File: src/rtl/layer2_pkg.sv
// ============================================================================
// layer2_pkg : shared defaults and state encoding for the layer-2 feature rx
// Revision   : 1.0
// ============================================================================
`default_nettype none

package layer2_pkg;

   localparam int C_COL_NUM  = 208;
   localparam int C_ROW_FULL = 19;
   localparam int C_ROW_TAIL = 4;
   localparam int C_TX_LAST  = 12;

   typedef enum logic [1:0] {
      ST_IDLE = 2'd0,
      ST_RECV = 2'd1,
      ST_ERR  = 2'd2,
      ST_DONE = 2'd3
   } rx_state_t;

endpackage

`default_nettype wire

File: src/rtl/layer2_rx_addr_gen.sv
// ============================================================================
// layer2_rx_addr_gen : col/row beat counters, final-beat detect, row offset
// Revision           : 1.0
// ============================================================================
`default_nettype none

module layer2_rx_addr_gen
   import layer2_pkg::*;
#(
   parameter int COL_NUM = C_COL_NUM
) (
   input  logic        sclk,
   input  logic        s_rst_n,
   input  logic        clear,
   input  logic        advance,
   input  logic [7:0]  exp_rows,
   output logic [11:0] offset,
   output logic        final_beat
);

   logic [7:0] r_col_cnt;
   logic [7:0] r_row_cnt;
   logic       w_col_end;
   logic       w_row_end;

   assign w_col_end  = (r_col_cnt == 8'(COL_NUM - 1));
   assign w_row_end  = (r_row_cnt == (exp_rows - 8'd1));
   assign final_beat = w_col_end & w_row_end;
   assign offset     = 12'(r_row_cnt) * 12'(COL_NUM) + 12'(r_col_cnt);

   // The row counter saturates on the last expected row so overlong
   // transfers keep rewriting that row instead of running off the buffer.
   always_ff @(posedge sclk or negedge s_rst_n) begin
      if (!s_rst_n) begin
         r_col_cnt <= '0;
         r_row_cnt <= '0;
      end else if (clear) begin
         r_col_cnt <= '0;
         r_row_cnt <= '0;
      end else if (advance) begin
         if (w_col_end) begin
            r_col_cnt <= '0;
            if (!w_row_end) begin
               r_row_cnt <= r_row_cnt + 8'd1;
            end
         end else begin
            r_col_cnt <= r_col_cnt + 8'd1;
         end
      end
   end

endmodule

`default_nettype wire

File: src/rtl/layer2_feature_rx.sv
// ============================================================================
// layer2_feature_rx : receives feature rows into a banked write buffer
// Optional length/last checking enabled by defining FEATURE_RX_CHK_EN.
// Revision          : 1.0
// ============================================================================
`default_nettype none

module layer2_feature_rx
   import layer2_pkg::*;
#(
   parameter int COL_NUM  = C_COL_NUM,
   parameter int ROW_FULL = C_ROW_FULL,
   parameter int ROW_TAIL = C_ROW_TAIL,
   parameter int TX_LAST  = C_TX_LAST
) (
   input  logic        sclk,
   input  logic        s_rst_n,
   input  logic [63:0] feature_data,
   input  logic        feature_valid,
   input  logic        feature_last,
   output logic        ready,
   input  logic        start,
   input  logic [7:0]  tx_cnt,
   input  logic [7:0]  batch_cnt,
   input  logic        buf_afull,
   output logic        wr_en,
   output logic [12:0] wr_addr,
   output logic [63:0] wr_data,
   output logic        rx_done,
   output logic        rx_err
);

   rx_state_t   r_state;
   rx_state_t   w_state_nxt;
   logic        r_bank;
   logic [7:0]  r_exp_rows;
   logic        w_start_ok;
   logic        w_accept;
   logic        w_recv_beat;
   logic        w_final;
   logic [11:0] w_offset;
   logic        w_unused;

   assign w_start_ok  = (r_state == ST_IDLE) & start;
   assign ready       = ((r_state == ST_RECV) | (r_state == ST_ERR)) & ~buf_afull;
   assign w_accept    = feature_valid & ready;
   assign w_recv_beat = w_accept & (r_state == ST_RECV);
   assign rx_done     = (r_state == ST_DONE);

   layer2_rx_addr_gen #(
      .COL_NUM    (COL_NUM)
   ) u_addr_gen (
      .sclk       (sclk),
      .s_rst_n    (s_rst_n),
      .clear      (w_start_ok),
      .advance    (w_recv_beat),
      .exp_rows   (r_exp_rows),
      .offset     (w_offset),
      .final_beat (w_final)
   );

`ifdef FEATURE_RX_CHK_EN
   logic w_set_err;
   logic r_rx_err;

   assign w_unused = ^batch_cnt[7:1];
   assign rx_err   = r_rx_err;
`else
   assign w_unused = ^{batch_cnt[7:1], w_final};
   assign rx_err   = 1'b0;
`endif

   always_comb begin
      w_state_nxt = r_state;
`ifdef FEATURE_RX_CHK_EN
      w_set_err   = 1'b0;
`endif
      case (r_state)
         ST_IDLE: begin
            if (start) begin
               w_state_nxt = ST_RECV;
            end
         end
         ST_RECV: begin
            if (w_accept) begin
`ifdef FEATURE_RX_CHK_EN
               // Either a premature last or a missing last on the final beat.
               if (feature_last && w_final) begin
                  w_state_nxt = ST_DONE;
               end else if (feature_last || w_final) begin
                  w_state_nxt = ST_ERR;
                  w_set_err   = 1'b1;
               end
`else
               if (feature_last) begin
                  w_state_nxt = ST_DONE;
               end
`endif
            end
         end
         ST_ERR: begin
            if (w_accept && feature_last) begin
               w_state_nxt = ST_DONE;
            end
         end
         ST_DONE: begin
            w_state_nxt = ST_IDLE;
         end
         default: begin
            w_state_nxt = ST_IDLE;
         end
      endcase
   end

   always_ff @(posedge sclk or negedge s_rst_n) begin
      if (!s_rst_n) begin
         r_state    <= ST_IDLE;
         r_bank     <= 1'b0;
         r_exp_rows <= '0;
         wr_en      <= 1'b0;
         wr_addr    <= '0;
         wr_data    <= '0;
      end else begin
         r_state <= w_state_nxt;
         wr_en   <= w_recv_beat;
         if (w_start_ok) begin
            r_exp_rows <= (tx_cnt == 8'(TX_LAST)) ? 8'(ROW_TAIL) : 8'(ROW_FULL);
            r_bank     <= batch_cnt[0];
         end
         if (w_recv_beat) begin
            wr_addr <= {r_bank, w_offset};
            wr_data <= feature_data;
         end
      end
   end

`ifdef FEATURE_RX_CHK_EN
   always_ff @(posedge sclk or negedge s_rst_n) begin
      if (!s_rst_n) begin
         r_rx_err <= 1'b0;
      end else if (w_start_ok) begin
         r_rx_err <= 1'b0;
      end else if (w_set_err) begin
         r_rx_err <= 1'b1;
      end
   end
`endif

endmodule

`default_nettype wire

File: config.mk
export PLATFORM = sky130hd
export DESIGN_NAME = layer2_feature_rx
export DESIGN_NICKNAME = d
export VERILOG_FILES = /design/src/rtl/layer2_pkg.sv /design/src/rtl/layer2_rx_addr_gen.sv /design/src/rtl/layer2_feature_rx.sv
export SDC_FILE = /design/constraint.sdc
export NUM_CORES = 1
export LEC_CHECK = 0
export ABC_AREA = 1
export BUFFER_PORTS_ARGS = -buffer_cell sky130_fd_sc_hd__buf_2
export CAP_MARGIN = 25
export CORE_UTILIZATION = 30
export CTS_CLUSTER_DIAMETER = 120
export CTS_CLUSTER_SIZE = 24
export DETAILED_ROUTE_END_ITERATION = 8
export GPL_ROUTABILITY_DRIVEN = 0
export HOLD_SLACK_MARGIN = 0.08
export SYNTH_ARGS = -nofsm -noshare
export SYNTH_HDL_FRONTEND = slang
export SYNTH_SLANG_ARGS = --single-unit
File: constraint.sdc
create_clock -name sclk -period 3.6 [get_ports sclk]
set_clock_uncertainty 0.1 [all_clocks]
set_input_delay 0 -clock sclk [delete_from_list [all_inputs] [get_ports sclk]]
set_output_delay 0 -clock sclk [all_outputs]
set_load 0.02 [all_outputs]
==> results by group, run 1 <==
Pwr
  – Share of total power in sequential cells: 35.6%
  – Worst IR Drop VDD: 0.000285 V
  – Switching fraction of total power: 41.4%
  – Static leakage power: 3.86 nW
  – Internal power summed over all cells: 2.96 mW
  – Overall power: 5.06 mW
  – Clock network power share: 20.2%
  – PD cells: 731 nW/um^2
  – Power dissipated by switching net loads: 2.09 mW
  – Comb pwr share: 44.2%

Outcome
  – Status: completed

Routing
  – 1st-pass router iterations: 4
  – DR top layer: met4
  – Average detailed-routed wire length per instance: 11.8 microns
  – Wire length the detailed router placed on met1: 5520 microns
  – Final routed wirelength across all metal layers: 12200 microns
  – Count of routing violations after the opening detailed-route iteration: 178
  – Met2 wire length: 5850 microns
  – Count of antenna-violating nets left after detailed routing: 0
  – Met3 wirelength from detailed routing: 769 microns
  – DRC errors left: 0
  – Vias per cell: 4.30
  – Total via count after detailed routing: 4470

Clocking
  – Number of buffers added by the clock tree synthesis step: 9
  – TritonCTS sink count: 99
  – Post-cts gate resize count: 0
  – Clock tree from TritonCTS: built
  – Root cell of the clock tree: sky130_fd_sc_hd__clkbuf_16
  – H-tree depth reported by CTS: 3
  – Clock insertion delay at the later pin of the skew report: 0.34 ns
  – Setup fix buffers added after clock tree synthesis: 0
  – Hold-fix buffers at CTS: 72
  – Register clock-pin slew on the reported worst setup and hold paths: 0.07 ns
  – Worst-case clock buffer depth: 2

GRT
  – Antenna violations before repair: 0
  – Largest net degree at the start of global routing: 62
  – Global-route usage over all layers: 14.4%
  – First-pass GRT wire length: 19200 microns
  – Number of global-route vias before repair: 4033
  – Total overflow reported by the global router: 0

Floorplan
  – Die Span Y: 129 microns
  – Placement row count: 46
  – Area of the die: 16700 sq um
  – Width of the die: 129 microns
  – Count of boundary I/O pins: 167
  – Core footprint: 15800 sq um
  – Initial Utilization: 30.7%

Timing
  – Worst Slack Setup Final: 0.820 ns
  – Slew margin rel.: 60.3%
  – Final critical-path share of the clock period: 77.2%
  – Sum of negative setup slack: 0 ns
  – Post-layout min period: 2.78 ns
  – Number of max-slew violations in the final report: 0
  – Upper clock frequency limit: 360 MHz
  – Number of endpoints with negative hold slack in the final report: 0
  – Measured slew at the worst slew-check pin: 0.596 ns
  – RSZ-0062 raised after global routing: false
  – Final setup violation count: 0

Worst setup path
  – Reg2reg end: wr_addr[11]
  – Critical Path RT: 3.74 ns
  – Critical path startpoint: u_addr_gen.r_row_cnt[0]
  – Critical R2R Launch: u_addr_gen.r_row_cnt[0]
  – Endpoint kind of the worst setup timing path: register
  – Capturing instance or port of the critical path: wr_addr[11]
  – Crit path kind: register to register
  – Maximum fanout count along the critical path: 9
  – Startpoint types: register
  – Slack of the worst reg-to-reg path: 0.82 ns
  – Worst EP arrival: 2.91 ns
  – Number of cell instances on the worst register-to-register path: 13

Final layout
  – N_diodes: 0
  – Layout overhead on the synthesized area: 42.3%
  – Final design area excluding fillers: 6920 sq um
  – Number of standard cells in the layout, taps in and fillers out: 1040
  – Final nets: 936
  – Share of layout cells above drive strength 1: 23.3%

Synth
  – Number of standard cells after synthesis: 594
  – Number of nets produced by synthesis: 709
  – Top-count cell post-synth: sky130_fd_sc_hd__nand2_1
  – Post-synthesis sequential area ratio: 51.0%
  – Cells taking the most area after synthesis: sky130_fd_sc_hd__dfrtp_1, sky130_fd_sc_hd__nand2_1, sky130_fd_sc_hd__ha_1, sky130_fd_sc_hd__inv_1, sky130_fd_sc_hd__nand3_1
  – Yosys cell types: 33
  – Number of warnings printed during yosys synthesis: 0
  – Mapped Avg Cell Area: 8.19 sq um
  – Fraction of synthesis flops using an asynchronous set or reset pin: 100%
  – Number of flip-flops and latches in the synthesized netlist: 99
  – Top cell type by total area after synthesis: sky130_fd_sc_hd__dfrtp_1
  – Netlist Area Pre-Place: 4860 sq um
  – Number of enable-type register cells in the synthesized netlist: 0
  – Share of the synthesized area in the top cell type: 51.0%
  – Most used flip-flop cell after synthesis: sky130_fd_sc_hd__dfrtp_1
  – Top cells by instance count after synthesis: sky130_fd_sc_hd__nand2_1, sky130_fd_sc_hd__dfrtp_1, sky130_fd_sc_hd__inv_1

Run
  – Number of maximum-capacitance violations: 0

Placement
  – Count of buffers from port buffering: 158
  – Number of placed instances with taps included: 954
  – Post-placement setup slack: 0.810 ns
  – Placed cell area: 5890 sq um
  – Hpwl dp: 8080 microns

Hold path
  – Worst hold path type: input port to async pin
layer usage:
layer,global-route usage (%),up-vias
met5,0,-
met4,4.22,0
met3,3.43,7
met2,25.0,108
met1,17.8,2060
li1,-,2295
worst max-delay path, cell delays in order (launching register included):
cell and delay [ns]:
sky130_fd_sc_hd__dfrtp_1 0.50, sky130_fd_sc_hd__ha_1 0.38, sky130_fd_sc_hd__ha_1 0.29, sky130_fd_sc_hd__ha_1 0.23, sky130_fd_sc_hd__fa_1 0.53, sky130_fd_sc_hd__nand2_1 0.08, sky130_fd_sc_hd__nor2_1 0.09, sky130_fd_sc_hd__nand2_1 0.05
sky130_fd_sc_hd__nand3_1 0.11, sky130_fd_sc_hd__nand2_1 0.08, sky130_fd_sc_hd__nor2_1 0.09, sky130_fd_sc_hd__nand2_1 0.06, sky130_fd_sc_hd__nand3_1 0.06, sky130_fd_sc_hd__nand2_1 0.05
cell families (layout without fill, tap and decap cells):
| group | Yosys count | in the layout | share of synthesized area (%) |
|---|---|---|---|
| fa+ha+maj | 29 | 29 | 8.08 |
| xor+xnor | 12 | 12 | 2.16 |
| buf+inv | 60 | 290 | 5.17 |
| flops | 99 | 99 | 51.0 |
| simple gates | 361 | 361 | 29.9 |
| other cells | 1 | 1 | 0.0771 |
| compound gates | 32 | 32 | 3.65 |
state kept, by name, indices dropped and copies added, names as in the netlist:
register / count
r_bank: 1
r_exp_rows: 2
r_state: 2
u_addr_gen.r_col_cnt: 8
u_addr_gen.r_row_cnt: 8
wr_addr: 13
wr_data: 64
wr_en: 1
power by group through the flow:
stage               combinational, mW  clock [mW]  sequential [mW]
finish                           2.23        1.02             1.80
floorplan                        1.02           0             2.25
global route                     2.51        1.10             1.86
detailed placement               2.17           0             1.81
CTS                              2.25        1.07             1.79
global placement                 2.15           0             1.80
worst min path at each step:
stage            start          end  slack (ns)  cells after the start
2_1_floorplan  s_rst_n       r_bank       -0.40                      0
3_3_place_gp   s_rst_n   wr_data[7]        -0.1                      1
3_5_place_dp   s_rst_n   wr_data[7]        -0.1                      1
4_1_cts        s_rst_n  wr_data[45]        0.08                      2
5_1_grt        s_rst_n  wr_data[45]        0.11                      2
6_report       s_rst_n  wr_data[45]        0.07                      2
per-stage QoR:
step,util [%],hold slack [ns]
finish,43.7,0.0681
global route,43.7,0.108
CTS,43.7,0.0805
detailed placement,37.2,-0.0987
global placement,37.2,-0.0981
floorplan,-,-0.396
placed cells by master (no fill, tap or decap), types with 5 or more instances in the layout:
| cell | n |
|---|---|
| sky130_fd_sc_hd__buf_4 | 5 |
| sky130_fd_sc_hd__nor3_1 | 10 |
| sky130_fd_sc_hd__nand3_1 | 27 |
| sky130_fd_sc_hd__nor2_1 | 19 |
| sky130_fd_sc_hd__xor2_1 | 8 |
| sky130_fd_sc_hd__inv_1 | 36 |
| sky130_fd_sc_hd__dlygate4sd3_1 | 72 |
| sky130_fd_sc_hd__a21oi_1 | 7 |
| sky130_fd_sc_hd__inv_2 | 5 |
| sky130_fd_sc_hd__ha_1 | 25 |
| sky130_fd_sc_hd__o21ai_0 | 18 |
| sky130_fd_sc_hd__dfrtp_1 | 99 |
| sky130_fd_sc_hd__nand2_1 | 292 |
| sky130_fd_sc_hd__buf_2 | 157 |
| sky130_fd_sc_hd__clkbuf_16 | 9 |
cell type report:
class                      count  area (sq um)
fill                        1520          8910
multi-input combinational    435          2140
sequential                    99          2480
timing repair buffer         235          1560
clock inverter                 5          86.3
tap                          216           270
clock buffer                   9           225
inverter                      41           154
No activity file was read; power rests on OpenSTA's default activity.
==> inputs of run 2 (changes only) <==
Settings changed: ABC_AREA 1 to 0.
Clock period 3.6 ns to 2.3 ns, I/O delays scaled along.
==> results by group, run 2 <==
Synth
  – Mapped Avg Cell Area: 9.18 sq um (+12%)
  – Cells taking the most area after synthesis: sky130_fd_sc_hd__dfrtp_1, sky130_fd_sc_hd__nand2_1, sky130_fd_sc_hd__ha_1, sky130_fd_sc_hd__xor2_1, sky130_fd_sc_hd__xnor2_1
  – Yosys cell types: 38 (+15%)
  – Number of enable-type register cells in the synthesized netlist: 0 (unchanged)
  – Top-count cell post-synth: sky130_fd_sc_hd__nand2_1
  – Number of nets produced by synthesis: 621 (-12%)
  – Top cell type by total area after synthesis: sky130_fd_sc_hd__dfrtp_1
  – Number of flip-flops and latches in the synthesized netlist: 99 (unchanged)
  – Number of standard cells after synthesis: 506 (-15%)
  – Top cells by instance count after synthesis: sky130_fd_sc_hd__nand2_1, sky130_fd_sc_hd__dfrtp_1, sky130_fd_sc_hd__ha_1
  – Number of warnings printed during yosys synthesis: 0 (unchanged)
  – Fraction of synthesis flops using an asynchronous set or reset pin: 100% (unchanged)
  – Most used flip-flop cell after synthesis: sky130_fd_sc_hd__dfrtp_1
  – Share of the synthesized area in the top cell type: 53.4% (+2.4 points)
  – Netlist Area Pre-Place: 4640 sq um (-4.5%)
  – Post-synthesis sequential area ratio: 53.4% (+2.4 points)

Outcome
  – Status: finished with violations
  – Violations in the final reports: negative setup slack

Routing
  – DRC errors left: 0 (unchanged)
  – Total via count after detailed routing: 4212 (-5.8%)
  – Count of routing violations after the opening detailed-route iteration: 179 (+0.56%)
  – Final routed wirelength across all metal layers: 12300 microns (+0.16%)
  – 1st-pass router iterations: 4 (unchanged)
  – Count of antenna-violating nets left after detailed routing: 0 (unchanged)
  – Average detailed-routed wire length per instance: 13.0 microns (+10%)
  – Vias per cell: 4.45 (+3.5%)

Final layout
  – Layout overhead on the synthesized area: 51.4%
  – N_diodes: 0 (unchanged)
  – Number of fill cells: 1407 (-7.4%)
  – Highest-count cells in the layout ignoring fill and taps: sky130_fd_sc_hd__nand2_1, sky130_fd_sc_hd__buf_2, sky130_fd_sc_hd__dfrtp_1, sky130_fd_sc_hd__dlygate4sd3_1, sky130_fd_sc_hd__buf_4
  – Largest register by flop count: wr_data
  – Leading registers by flop count: wr_data (64), wr_addr (13)
  – Area taken by flip-flops and latches: 2480 sq um (+0.10%)
  – Share of layout cells above drive strength 1: 30.2% (+6.9 points)
  – Largest register FFs: 64 (unchanged)
  – Final nets: 871 (-6.9%)
  – Number of standard cells in the layout, taps in and fillers out: 947 (-8.9%)
  – Area taken by multi-input logic gates: 2190 sq um (+2.2%)
  – Most common cell after layout, fill and taps aside: sky130_fd_sc_hd__nand2_1

GRT
  – Largest net degree at the start of global routing: 55 (-11%)
  – Antenna violations before repair: 0 (unchanged)
  – Global-route usage over all layers: 16.1% (+1.7 points)
  – Total overflow reported by the global router: 0 (unchanged)
  – First-pass GRT wire length: 20400 microns (+6.3%)
  – Number of global-route vias before repair: 4171 (+3.4%)

Timing
  – Number of max-slew violations in the final report: 0 (unchanged)
  – Final setup violation count: 3 (+3)
  – Post-layout min period: 2.54 ns (-0.236 ns)
  – Slew margin rel.: 63.6% (+3.3 points)
  – Number of endpoints with negative hold slack in the final report: 0 (unchanged)
  – Upper clock frequency limit: 393 MHz (+9.3%)
  – Worst Slack Setup Final: -0.244 ns (-1.06 ns)
  – RSZ-0062 raised after global routing: true
  – Measured slew at the worst slew-check pin: 0.546 ns (-0.0495 ns)
  – Worst Hold Margin: 0.108 ns (+0.0402 ns)
  – Final critical-path share of the clock period: 111% (+33 points)

Floorplan
  – Initial Utilization: 30.7% (-0.063 points)
  – Placement row count: 45 (-2.2%)
  – Area of the die: 16000 sq um (-4.4%)
  – Count of boundary I/O pins: 167 (unchanged)
  – Die Span Y: 126 microns (-2.2%)
  – Width of the die: 126 microns (-2.2%)
  – Core footprint: 15100 sq um (-4.3%)

Worst setup path
  – Critical Path RT: 2.42 ns (-1.32 ns)
  – Crit path kind: register to register
  – Worst EP arrival: 2.66 ns (-0.25 ns)
  – Startpoint types: register
  – Maximum fanout count along the critical path: 5 (-4)
  – Endpoint kind of the worst setup timing path: register

Pwr
  – Worst IR Drop VDD: 0.000567 V (+99%)
  – Static leakage power: 3.76 nW (-2.7%)
  – PD cells: 1140 nW/um^2 (+55%)

Clocking
  – Register clock-pin slew on the reported worst setup and hold paths: 0.07 ns (about the same)
  – Clock insertion delay at the later pin of the skew report: 0.35 ns (about the same)
  – TritonCTS sink count: 99 (unchanged)
  – H-tree depth reported by CTS: 3 (unchanged)
  – Worst-case clock buffer depth: 2 (unchanged)
  – Number of buffers added by the clock tree synthesis step: 9 (unchanged)
  – Clock tree from TritonCTS: built
  – Root cell of the clock tree: sky130_fd_sc_hd__clkbuf_16

Placement
  – Hpwl dp: 7760 microns (-4.0%)
  – Count of buffers from port buffering: 158 (unchanged)
  – Number of placed instances with taps included: 859 (-10%)

Hold path
  – Worst hold path type: input port to async pin

Run
  – Number of maximum-capacitance violations: 0 (unchanged)
==> run 2: final cells by class <==
type                    count  area share, %
inverters                  15          0.801
multi-input cells         373           31.1
clock inverters             4          0.730
clock buffers              10           3.40
repair buffers            258           25.4
flip-flops and latches     99           35.3
well taps                 188           3.35
==> run 2: worst max-delay path, cell delays in order (launching register included) <==
cell	delay, ns
sky130_fd_sc_hd__dfrtp_2	0.47
sky130_fd_sc_hd__ha_4	0.23
sky130_fd_sc_hd__xor2_1	0.15
sky130_fd_sc_hd__ha_1	0.33
sky130_fd_sc_hd__fa_2	0.39
sky130_fd_sc_hd__xor2_2	0.20
sky130_fd_sc_hd__nand2_2	0.10
sky130_fd_sc_hd__buf_6	0.13
sky130_fd_sc_hd__a21oi_4	0.11
sky130_fd_sc_hd__xnor2_1	0.13
sky130_fd_sc_hd__o21ai_1	0.07
==> run 2: kinds of logic (layout without fill, tap and decap cells) <==
logic type	Yosys count	after routing	share of synthesized area (%)
fa+ha+maj	29	29	8.46
buf+inv	34	287	2.83
compound gates	45	45	6.36
xor+xnor	23	23	4.34
other cells	1	1	0.0808
simple gates	273	273	24.1
mux	2	2	0.458
flops	99	99	53.4
==> run 2: through the flow <==
step | cell area, sq um | util [%] | setup WS, ns | setup TNS, ns | total power [mW]
global placement | 5870 | 38.7 | -0.319 | -0.730 | 6.07
finish | 7030 | 46.4 | -0.244 | -0.575 | 7.99
floorplan | 4680 | - | -0.261 | -0.372 | 4.83
CTS | 6960 | 45.9 | -0.282 | -0.708 | 7.92
detailed placement | 5870 | 38.7 | -0.352 | -0.834 | 6.11
global route | 7030 | 46.4 | -0.353 | -0.932 | 8.61
==> run 2: routing by layer <==
layer  up-vias  share of wire, %  GRT usage, %
met5         -                 0             0
met2       105                48          26.9
met1      1976                45          20.0
met3        18               5.2          5.27
li1       2113                 -             -
met4         0               1.7          4.25
==> run 2: repair_timing <==
action	CTS	global route
gates resized for setup	11	14
pin swaps	11	15
hold buffers	72	0
endpoints found under the hold margin	168	0
setup buffers	1	1
cloned	0	0
setup endpoints to repair	4	8
==> run 2: path summary, 6_finish.rpt <==
path | startpoint | end | slack [ns] | cells past startpoint
setup / recovery | u_addr_gen.r_row_cnt[1] | wr_addr[10] | -0.24 | 10
hold / removal | s_rst_n | r_bank | 0.11 | 3
setup reg to reg | u_addr_gen.r_row_cnt[1] | wr_addr[10] | -0.24 | 10
hold reg to reg | wr_data[34] | wr_data[34] | 0.37 | 2
max in group asynchronous | s_rst_n | u_addr_gen.r_row_cnt[0] | 1.70 | 3
min in group sclk | feature_last | r_state[1] | 0.14 | 5
==> run 2: power by group <==
group	internal [mW]	switching, mW
combinational	1.52	2.17
clock	0.863	0.653
sequential	2.40	0.378
==> inputs of run 3 (changes only) <==
Settings changed: CORE_UTILIZATION 30 to 40, PLACE_DENSITY set to 0.69.
==> results by group, run 3 (synthesis gave the netlist of run 2 again) <==
Outcome
  – Status: finished with violations
  – Violations in the final reports: negative setup slack

Final layout
  – Leading registers by flop count: wr_data (64), wr_addr (13)
  – Number of standard cells in the layout, taps in and fillers out: 898 (-5.2%)
  – Highest-count cells in the layout ignoring fill and taps: sky130_fd_sc_hd__nand2_1, sky130_fd_sc_hd__buf_2, sky130_fd_sc_hd__dfrtp_1, sky130_fd_sc_hd__dlygate4sd3_1, sky130_fd_sc_hd__buf_4
  – Layout overhead on the synthesized area: 49.3%
  – Largest register FFs: 64 (unchanged)
  – Share of layout cells above drive strength 1: 29.7% (-0.49 points)
  – Final nets: 870 (-0.11%)
  – Fin util: 62.6% (+16 points)
  – Most common cell after layout, fill and taps aside: sky130_fd_sc_hd__nand2_1
  – N_diodes: 0 (unchanged)
  – Largest register by flop count: wr_data

Timing
  – Slew margin rel.: 53.8% (-9.8 points)
  – Measured slew at the worst slew-check pin: 0.694 ns (+0.148 ns)
  – Post-layout min period: 2.64 ns (+0.0975 ns)
  – Worst Hold Margin: 0.0458 ns (-0.0625 ns)
  – Number of max-slew violations in the final report: 0 (unchanged)
  – Final critical-path share of the clock period: 115% (+4.2 points)
  – Number of endpoints with negative hold slack in the final report: 0 (unchanged)
  – Final setup violation count: 4 (+1)
  – Sum of negative setup slack: -0.917 ns (-0.342 ns)
  – RSZ-0062 raised after global routing: true
  – Worst Slack Setup Final: -0.341 ns (-0.0975 ns)
  – Upper clock frequency limit: 379 MHz (-3.7%)

Floorplan
  – Die Span Y: 110 microns (-13%)
  – Core footprint: 11100 sq um (-27%)
  – Count of boundary I/O pins: 167 (unchanged)
  – Initial Utilization: 41.9% (+11 points)
  – Width of the die: 110 microns (-13%)
  – Placement row count: 38 (-16%)
  – Area of the die: 12000 sq um (-25%)

GRT
  – First-pass GRT wire length: 19900 microns (-2.4%)
  – Total overflow reported by the global router: 0 (unchanged)
  – Antenna violations before repair: 0 (unchanged)
  – Global-route usage over all layers: 21.7% (+5.6 points)
  – Number of global-route vias before repair: 4330 (+3.8%)
  – Largest net degree at the start of global routing: 87 (+58%)

Hold path
  – Worst hold path type: input port to register
  – Hold Crit Depth: 4

Routing
  – Total via count after detailed routing: 4342 (+3.1%)
  – 1st-pass router iterations: 5 (+1)
  – Final routed wirelength across all metal layers: 12500 microns (+2.1%)
  – Average detailed-routed wire length per instance: 14.0 microns (+7.7%)
  – Count of antenna-violating nets left after detailed routing: 0 (unchanged)
  – DRC errors left: 0 (unchanged)
  – Count of routing violations after the opening detailed-route iteration: 249 (+39%)
  – Vias per cell: 4.84 (+8.7%)

Worst setup path
  – Cells along the critical path: buf_6, ha_4, ha_4, ha_4, fa_2, xor2_2, nand2_2, buf_4, a21oi_4, xnor2_1, o21ai_1
  – Crit path kind: register to register
  – Buf/Inv on CP: 2 (+1)
  – Worst EP arrival: 2.75 ns (+0.09 ns)
  – CP dominant cell by count: sky130_fd_sc_hd__ha_4
  – Kind of cell adding the most delay to the critical path: adder cells
  – Critical Path RT: 2.41 ns (about the same)
  – Max stage delay on crit path: 0.45 ns (-0.02 ns)
  – Number of cell instances on the worst register-to-register path: 11 (+1)
  – Slowest cell on crit path: sky130_fd_sc_hd__dfrtp_2
  – Startpoint types: register
  – Maximum fanout count along the critical path: 4 (-1)
  – Endpoint kind of the worst setup timing path: register
  – Number of logic stages on the critical path including buffering: 11 (+1)

Clocking
  – Clock tree from TritonCTS: built
  – Root cell of the clock tree: sky130_fd_sc_hd__clkbuf_16
  – Number of buffers added by the clock tree synthesis step: 9 (unchanged)
  – Clock insertion delay at the later pin of the skew report: 0.34 ns (about the same)
  – Register clock-pin slew on the reported worst setup and hold paths: 0.06 ns (about the same)
  – H-tree depth reported by CTS: 3 (unchanged)
  – TritonCTS sink count: 99 (unchanged)
  – Worst-case clock buffer depth: 2 (unchanged)

Pwr
  – Worst IR Drop VDD: 0.000768 V (+36%)
  – PD cells: 1150 nW/um^2 (+1.4%)
  – Static leakage power: 3.74 nW (-0.45%)

Run
  – Number of maximum-capacitance violations: 0 (unchanged)

Placement
  – Count of buffers from port buffering: 158 (unchanged)
  – Number of placed instances with taps included: 810 (-5.7%)
  – Post-placement setup slack: -0.392 ns (-0.0402 ns)
  – Hpwl dp: 7750 microns (-0.12%)
-- run 3: routing by layer --
metal  track usage (%)  up-vias  part of all wire [%]  routed length [microns]
li1                  -     2116                     -                        -
met1              24.3     2056                    41                     5110
met3              4.92       29                   4.4                      546
met2              39.2      141                    52                     6530
met5                 0        -                     0                        0
met4              9.90        0                   2.8                      350
-- run 3: final cells by class --
| cell class | instances | area [sq um] |
|---|---|---|
| fill | 879 | 4150 |
| sequential | 99 | 2480 |
| multi-input combinational | 373 | 2170 |
| timing repair buffer | 257 | 1750 |
| clock buffer | 11 | 243 |
| tap | 140 | 175 |
| inverter | 15 | 56.3 |
| clock inverter | 3 | 48.8 |
-- run 3: final timing paths --
path / startpoint / endpoint / slack (ns)
min in group asynchronous: s_rst_n / wr_data[6] / 0.15
max in group asynchronous: s_rst_n / wr_data[33] / 1.20
max reg2reg: u_addr_gen.r_row_cnt[1] / wr_addr[10] / -0.34
min: buf_afull / u_addr_gen.r_col_cnt[5] / 0.05
max: u_addr_gen.r_row_cnt[1] / wr_addr[10] / -0.34
min reg2reg: wr_data[47] / wr_data[47] / 0.37
-- run 3: power breakdown --
group          internal [mW]  total (mW)  leakage [nW]  switching [mW]
Clock                  0.869        1.50         0.140           0.632
Combinational           1.50        3.69          2.33            2.19
Sequential              2.41        2.80          1.27           0.390
-- run 3: timing repair --
action,4_1_cts,5_1_grt
endpoints found under the hold margin,121,0
hold buffers,72,0
setup endpoints to repair,4,45
resized for setup,13,9
pin swaps,10,6
setup buffers,2,1
-- run 3: tightest hold or removal path, stage by stage --
cell and delay (ns):
sky130_fd_sc_hd__buf_2 0.09, sky130_fd_sc_hd__nand4b_4 0.16, sky130_fd_sc_hd__o31ai_4 0.11, sky130_fd_sc_hd__nor2_1 0.10
-- run 3: metrics by stage --
step	total power, mW	area [sq um]
floorplan	4.83	4680
global placement	6.04	5790
detailed placement	6.14	5790
CTS	7.95	6900
global route	8.55	6930
finish	7.98	6930
